### config.mk
export PLATFORM = sky130hd
export DESIGN_NAME = cnn_pool2x2_param
export DESIGN_NICKNAME = d
export VERILOG_FILES = /design/src/rtl/cnn_pool2x2_param.sv
export SDC_FILE = /design/constraint.sdc
export NUM_CORES = 2
export LEC_CHECK = 0
export CORE_AREA = 2 2 278 280
export CTS_BUF_LIST = sky130_fd_sc_hd__clkbuf_2 sky130_fd_sc_hd__clkbuf_4 sky130_fd_sc_hd__clkbuf_8
export DETAILED_ROUTE_END_ITERATION = 16
export DIE_AREA = 0 0 280 282
export PLACE_DENSITY = 0.72
export REMOVE_ABC_BUFFERS = 1
export SETUP_SLACK_MARGIN = 0.15
export SKIP_CTS_REPAIR_TIMING = 1
export SLEW_MARGIN = 25
export SYNTH_ARGS = -nofsm -noshare
export SYNTH_HDL_FRONTEND = slang
export SYNTH_SLANG_ARGS = --single-unit
### constraint.sdc
create_clock -name clk -period 12.35 [get_ports clk]
set_clock_uncertainty 0.15 [all_clocks]
set_input_delay 3.0875 -clock clk [delete_from_list [all_inputs] [get_ports clk]]
set_output_delay 3.0875 -clock clk [all_outputs]
set_load 0.02 [all_outputs]
### src/rtl/cnn_pool2x2_param.sv
// cnn_pool2x2_param: 2x2/stride-2 max/average pooling over CH packed channels, walking the pooled map row-major.
// Ports:
//   clk, rst                      clock, asynchronous active-high reset
//   start, pool_mode              frame start pulse; 0 = max, 1 = average (latched with start)
//   in_ee, in_eo, in_oe, in_oo    quad pixels, valid one cycle after rd_en
//   rd_en, rd_row, rd_col         quad read request and its pooled-map coordinates
//   save_en, out_row, out_col     pooled word valid and its destination coordinates
//   out_data                      pooled word, holds while save_en is low
//   busy, first_out, done         frame in progress, first word pulse, last word pulse
module cnn_pool2x2_param #(
    parameter int CH       = 8,
    parameter int DW       = 16,
    parameter int OUT_ROWS = 8,
    parameter int OUT_COLS = 8,
    parameter int AW       = 16,
    parameter int RELU     = 0
) (
    input  logic               clk,
    input  logic               rst,
    input  logic               start,
    input  logic               pool_mode,
    input  logic [CH*DW-1:0]   in_ee,
    input  logic [CH*DW-1:0]   in_eo,
    input  logic [CH*DW-1:0]   in_oe,
    input  logic [CH*DW-1:0]   in_oo,
    output logic               rd_en,
    output logic [AW-1:0]      rd_row,
    output logic [AW-1:0]      rd_col,
    output logic               save_en,
    output logic [AW-1:0]      out_row,
    output logic [AW-1:0]      out_col,
    output logic [CH*DW-1:0]   out_data,
    output logic               busy,
    output logic               first_out,
    output logic               done
);
    typedef enum logic [1:0] {IDLE, READ, DRAIN} state_t;
    localparam logic [AW-1:0] LAST_R = AW'(OUT_ROWS - 1);
    localparam logic [AW-1:0] LAST_C = AW'(OUT_COLS - 1);
    state_t             state_q;
    logic               mode_q;
    logic               rd_en_q;
    logic [AW-1:0]      rd_row_q;
    logic [AW-1:0]      rd_col_q;
    logic               p1_vld_q;
    logic [AW-1:0]      p1_row_q;
    logic [AW-1:0]      p1_col_q;
    logic               save_en_q;
    logic [AW-1:0]      out_row_q;
    logic [AW-1:0]      out_col_q;
    logic [CH*DW-1:0]   out_data_q;
    logic               first_q;
    logic               done_q;
    logic [CH*DW-1:0]   pool_d;
    for (genvar k = 0; k < CH; k++) begin : g_ch
        logic signed [DW-1:0] a, b, c, d, m0, m1, mx, r;
        logic signed [DW+1:0] s;
        assign a  = in_ee[k*DW +: DW];
        assign b  = in_eo[k*DW +: DW];
        assign c  = in_oe[k*DW +: DW];
        assign d  = in_oo[k*DW +: DW];
        assign m0 = a > b ? a : b;
        assign m1 = c > d ? c : d;
        assign mx = m0 > m1 ? m0 : m1;
        // Two guard bits make the four-way sum exact; dropping the low two bits is a floor divide by 4.
        assign s  = (DW+2)'(a) + (DW+2)'(b) + (DW+2)'(c) + (DW+2)'(d);
        assign r  = mode_q ? s[DW+1:2] : mx;
        assign pool_d[k*DW +: DW] = (RELU != 0 && r[DW-1]) ? '0 : r;
    end
    always_ff @(posedge clk or posedge rst) begin
        if (rst) begin
            state_q  <= IDLE;
            mode_q   <= 1'b0;
            rd_en_q  <= 1'b0;
            rd_row_q <= '0;
            rd_col_q <= '0;
        end else begin
            case (state_q)
                IDLE: if (start) begin
                    state_q  <= READ;
                    mode_q   <= pool_mode;
                    rd_en_q  <= 1'b1;
                    rd_row_q <= '0;
                    rd_col_q <= '0;
                end
                READ: if (rd_row_q == LAST_R && rd_col_q == LAST_C) begin
                    state_q <= DRAIN;
                    rd_en_q <= 1'b0;
                end else begin
                    rd_col_q <= rd_col_q == LAST_C ? '0 : rd_col_q + 1'b1;
                    rd_row_q <= rd_col_q == LAST_C ? rd_row_q + 1'b1 : rd_row_q;
                end
                // The last word leaving the pipe is the frame end; start is still ignored here.
                DRAIN: if (done_q) begin
                    state_q  <= IDLE;
                    rd_row_q <= '0;
                    rd_col_q <= '0;
                end
                default: state_q <= IDLE;
            endcase
        end
    end
    // Stage 1 tracks the request while memory answers; stage 2 captures the pooled word.
    always_ff @(posedge clk or posedge rst) begin
        if (rst) begin
            p1_vld_q   <= 1'b0;
            p1_row_q   <= '0;
            p1_col_q   <= '0;
            save_en_q  <= 1'b0;
            out_row_q  <= '0;
            out_col_q  <= '0;
            out_data_q <= '0;
            first_q    <= 1'b0;
            done_q     <= 1'b0;
        end else begin
            p1_vld_q   <= rd_en_q;
            p1_row_q   <= rd_en_q ? rd_row_q : '0;
            p1_col_q   <= rd_en_q ? rd_col_q : '0;
            save_en_q  <= p1_vld_q;
            out_row_q  <= p1_vld_q ? p1_row_q : '0;
            out_col_q  <= p1_vld_q ? p1_col_q : '0;
            out_data_q <= p1_vld_q ? pool_d : out_data_q;
            first_q    <= p1_vld_q && p1_row_q == '0 && p1_col_q == '0;
            done_q     <= p1_vld_q && p1_row_q == LAST_R && p1_col_q == LAST_C;
        end
    end
    assign rd_en     = rd_en_q;
    assign rd_row    = rd_row_q;
    assign rd_col    = rd_col_q;
    assign save_en   = save_en_q;
    assign out_row   = out_row_q;
    assign out_col   = out_col_q;
    assign out_data  = out_data_q;
    assign busy      = state_q != IDLE;
    assign first_out = first_q;
    assign done      = done_q;
endmodule

[Word-level counts from Yosys, hierarchy flattened]
Cells that the tools add are included.
Operators by class
  muxes and demuxes: 51
  $add $sub $neg: 26
  reduce and logical (&&, ||, !) cells: 16
  magnitude comparators: 24
  equality and inequality tests: 11
Operators by type and width (number)
  16-bit 2-to-1 mux: 42
  16-bit greater-than comparator: 24
  17-bit by 16-bit adder with 18-bit output: 8
  18-bit by 16-bit adder with 18-bit output: 8
  16-bit by 16-bit adder with 17-bit output: 8
  16-bit case mux with 3 select lines: 2
  16-bit by 3-bit == test with 1-bit output (second input constant): 4
  16-bit by 1-bit adder with 16-bit output (second input constant): 2
  16-bit logical NOT: 2
  2-bit != test (second input constant): 5
  2-bit 2-to-1 mux: 3
  2-bit case mux with 3 select lines: 1
  3-bit AND reduction: 2
  1-bit logical AND: 5
  5-bit AND reduction: 1
  4-bit AND reduction: 1
  2-bit nonzero test: 2
  3-bit nonzero test: 1
  2-bit by 1-bit == test with 1-bit output (second input constant): 1
  2-bit == test (second input constant): 1
  2-bit logical NOT: 1
  1-bit 2-to-1 mux: 2
  1-bit case mux with 2 select lines: 1
  2-bit AND reduction: 1
Storage, ports and cells
  input bits: 516
  logic and storage cells: 142
  output and inout bits: 197
  register bits: 232

[Depth between registers and ports, before layout]
  depth in word-level cells: 5
  gate-level depth with buffers: 24
  gate-level depth less buffers: 20

[Least setup slack after synthesis]
No wires, ideal clock.
  kind: input -> register
  from: input in_eo[97]
  to: register out_data_q[102], in the netlist out_data[102]
  path buffers: 2
  cell stages on the path: 20
  arrival time: 7.381 ns
  path slack: 4.741 ns
  path through: inv_1 > ha_1 > nor2b_1 > o211ai_1 > a2111o_1 > o211ai_1 > mux2i_1 > buf_4 > mux2_2 > ha_1 > nor2b_1 > o21a_1 > o21a_1 > o21a_1 > or4_1 > o211ai_1 > buf_2 > nor2_1 > a211o_1 > a21oi_1
On the way
  longest elaborated chain between the ends: 5
RTL lines
  from (decl): line 23  | input logic [CH*DW-1:0] in_eo,
  parallel branches: the longest is 4 deep, another holds 17-bit by 16-bit adder with 18-bit output
  16-bit 2-to-1 mux (*): line 67  | assign r = mode_q ? s[DW+1:2] : mx;
  to (signal assigned): line 122  | out_data_q <= p1_vld_q ? pool_d : out_data_q;
  to (decl): line 51  | logic [CH*DW-1:0] out_data_q;
Mark *: on every way between the ends.
A chain may end at the register's enable or synchronous reset.

[Final worst setup path]
  from: input in_eo[127]
  to: register out_data_q[124], in the netlist out_data[124]
On the way
  longest elaborated chain between the ends: 5
RTL lines
  16-bit greater-than comparator: line 62  | assign m0 = a > b ? a : b;
  16-bit 2-to-1 mux (*): line 62
  16-bit greater-than comparator: line 64  | assign mx = m0 > m1 ? m0 : m1;
  16-bit 2-to-1 mux (*): line 64
  16-bit 2-to-1 mux (*): line 67
Mark *: on every way between the ends. The rest lies on a longest branch, timed or not.

==> results.ini <==
[logic_synthesis]
synth_area_sq_um=34600
synth_top_family_by_area=adder cells
synth_area_leaders=ha_1 (18%), dfrtp_1 (17%), fa_1 (15%)
synth_mux_area_share_pct=7.34
synth_edf_count=0
synth_compound_area_share_pct=18.2
synth_fa_ha_area_share_pct=33.6
synth_cell_type_count=88
synth.avg_cell_area_sq_um=9.07
synthSimpleGateAreaFrac_pct=15.6
synthFlopType=dfrtp_1
synth_seq_area_share_pct=16.8
async_flop_share_pct=100
synth_top_area_share_pct=18.3
synth_xor_area_share_pct=3.09
yosysWarnings=0
ys_ff_latch=232
yosysTopAreaCell=ha_1
syn-instance-count=3814

[sta]
finalSetupTns_ns=0
finalHoldViolCount=0
setup_viol=0
fmax_mhz=120
worst-slew-pin-transition_ns=1.01
finalMaxSlewViolations=0
rsz0062_at_grt=no
relSlewSlack_pct=32.7
timing.final.crit_period_ns=8.35
finalCritPeriodShare_pct=67.6
hold-worst-slack_ns=0.333

[critical_path]
critical_path_buf_inv_count=5
crit_required_ns=12.72
worstSetupPathType=in2reg
path_max_fanout=18
cp_top_family=simple AND/OR/NAND/NOR gates
critical_path.max_stage_delay_ns=0.58
critical-path-slowest-cell=nor2_1
cp-end-kind=flop
cp-start-kind=input pin
cp_data_arrival_time_ns=8.72
crit_chain=clkdlybuf4s50_1 > inv_1 > ha_1 > nand4_1 > nor4_1 > o21a_1 > nor4_2 > buf_4 > nor2_1 > mux2_2 > ha_1 > and4_1 > and3_1 > o21ai_0 > a31oi_1 > buf_4 > clkinv_1 > or2_0 > a221o_1

[clocking]
path_clk_slew_ns=0.06
cts-root-buf=clkbuf_8
cts_buffers=48
clock_path_buffers=3
cts_tree=done
numClockSinks=232
clock_latency_ns=0.64
htree_levels=2

[route]
post-route-drc-count=0
wl_per_cell_um=23.3
vias_per_cell=5.96
wl_um=129000
wl_met1_um=53500
met3WireLength_um=10000
drt_iter0_markers=2614
drt_first_pass_iters=5
dr.max_layer_used=met5
wl_met2_um=59400
final_antenna_net_count=0
vias=32973

[die]
io_pins=713
die_h_um=282
core_sq_um=75700
rows=101
dieArea_sq_um=79000
initial_core_util_pct=45.7
dieWidth_um=280

[cells_and_area]
final_nets=5776
utilization_pct=58.0
drive_above_1_share_pct=5.97
fillers=6712
syn_to_final_growth_pct=26.9

[global_route]
grt_usage_pct=31.9
antenna_found_initial=48
grt_pass1_vias=32815
grt_max_degree=117
grt_pass1_wl_um=194000
grt_overflow=0

[placement]
gp_congestion=0.995
portBuffers=712
dp_hpwl_um=105000

[power_and_ir_drop]
switching_share_pct=46.1
total_power_mw=6.29
clkPwrFrac_pct=14.7
vdd.ir_drop.worst_mv=0.147
p_switching_mw=2.90
power_density_nw_per_um2=143
pwr-share-seq_pct=20.0
p_leak_nw=20.0
power_frac_comb_pct=65.3
p_int_mw=3.39

[flow_run]
max_cap_viol_count=0

[min_path]
hold_class=reg2reg

[run_status]
status=complete, no violations

[kinds of logic after synthesis]
kind of cell / Yosys count
compound gates: 923
xor+xnor: 122
fa+ha+maj: 770
buf+inv: 477
flops: 232
mux: 239
simple gates: 1051
[power by group through the flow]
| stage | logic (mW) | registers (mW) | clock network (mW) |
|---|---|---|---|
| after floorplan | 2.22 | 1.50 | 0 |
| after global placement | 4.00 | 1.26 | 0 |
| after detailed placement | 4.05 | 1.26 | 0 |
| after CTS | 4.08 | 1.25 | 0.952 |
| after global routing | 4.48 | 1.28 | 0.985 |
| final | 4.11 | 1.26 | 0.925 |
[through the flow]
stage | cells | cell area [sq um] | worst slack [ns]
after floorplan | 3702 | 34100 | 2.75
after global placement | 5418 | 42700 | 3.43
after detailed placement | 5418 | 42700 | 3.47
after CTS | 5504 | 43800 | 4.15
after global routing | 5528 | 43900 | 3.68
final | 5537 | 43900 | 4.00
[synth_stat cells, drive strengths merged (15+ instances only)]
cell type / count
a211o: 17
a211oi: 45
a21o: 121
a21oi: 204
a31oi: 27
and2: 93
and3: 39
and4: 15
buf: 31
clkbuf: 81
dfrtp: 232
fa: 264
ha: 506
inv: 361
mux2: 104
mux2i: 135
nand2: 212
nand2b: 45
nand3: 117
nand4: 83
nor2: 212
nor2b: 48
nor3: 79
nor4: 22
o211ai: 60
o21a: 50
o21ai: 152
o221ai: 39
o22ai: 25
o311ai: 20
o31ai: 17
or2: 18
or3: 29
xnor2: 63
xor2: 59
[worst paths after layout]
kind,startpoint,to,slack [ns],cells after the start
min in group asynchronous,rst,rd_col[3]$_DFFE_PP0P_,2.86,2
max in group asynchronous,rst,out_data[48]$_DFFE_PP0P_,7.22,4
worst max-delay path,in_eo[127],out_data[124]$_DFFE_PP0P_,4.00,19
worst max register to register,rd_col[0]$_DFFE_PP0P_,rd_row[12]$_DFFE_PP0P_,8.91,9
worst min register to register,p1_row_q[13]$_DFF_PP0_,out_row[13]$_DFF_PP0_,0.33,1
worst min-delay path,p1_row_q[13]$_DFF_PP0_,out_row[13]$_DFF_PP0_,0.33,1
[final cells by class]
cell class / instances / area (sq um) / share of cell area, %
diodes: 33 / 82.6 / 0.188
clock buffers: 73 / 936 / 2.13
clock inverters: 13 / 126 / 0.288
inverters: 365 / 1380 / 3.14
multi-input cells: 3105 / 27000 / 61.5
flip-flops and latches: 232 / 5810 / 13.2
well taps: 978 / 1220 / 2.79
repair buffers: 738 / 7330 / 16.7
[metal layers]
| metal | up-vias | track usage [%] |
|---|---|---|
| met5 | - | 0 |
| met4 | 36 | 13.8 |
| met3 | 312 | 6.75 |
| met2 | 1324 | 51.6 |
| met1 | 16002 | 41.1 |
| li1 | 15299 | - |
[sequential cells by signal (all words and copies together) (netlist names)]
name       flops
done           1
first_out      1
mode_q         1
out_col       16
out_data     128
out_row       16
p1_col_q      16
p1_row_q      16
p1_vld_q       1
rd_col        16
rd_en          1
rd_row        16
save_en        1
state_q        2
[layout by cell type (no fill, tap or decap), types with 17 or more instances in the layout]
cell             count
clkdlybuf4s50_1    712
ha_1               506
inv_1              360
fa_1               264
dfrtp_1            230
nor2_1             210
nand2_1            210
a21oi_1            200
o21ai_0            151
mux2i_1            133
a21o_1             121
nand3_1            117
mux2_2             100
and2_1              91
nand4_1             83
nor3_1              76
xnor2_1             63
clkbuf_8            62
o211ai_1            60
xor2_1              59
o21a_1              50
nor2b_1             48
nand2b_1            45
a211oi_1            45
and3_1              39
o221ai_1            39
diode_2             33
or3_1               29
a31oi_1             26
o22ai_1             25
buf_4               25
nor4_1              20
a211o_1             17
or2_2               17
Note: power is estimated with default switching activity, not from simulation.
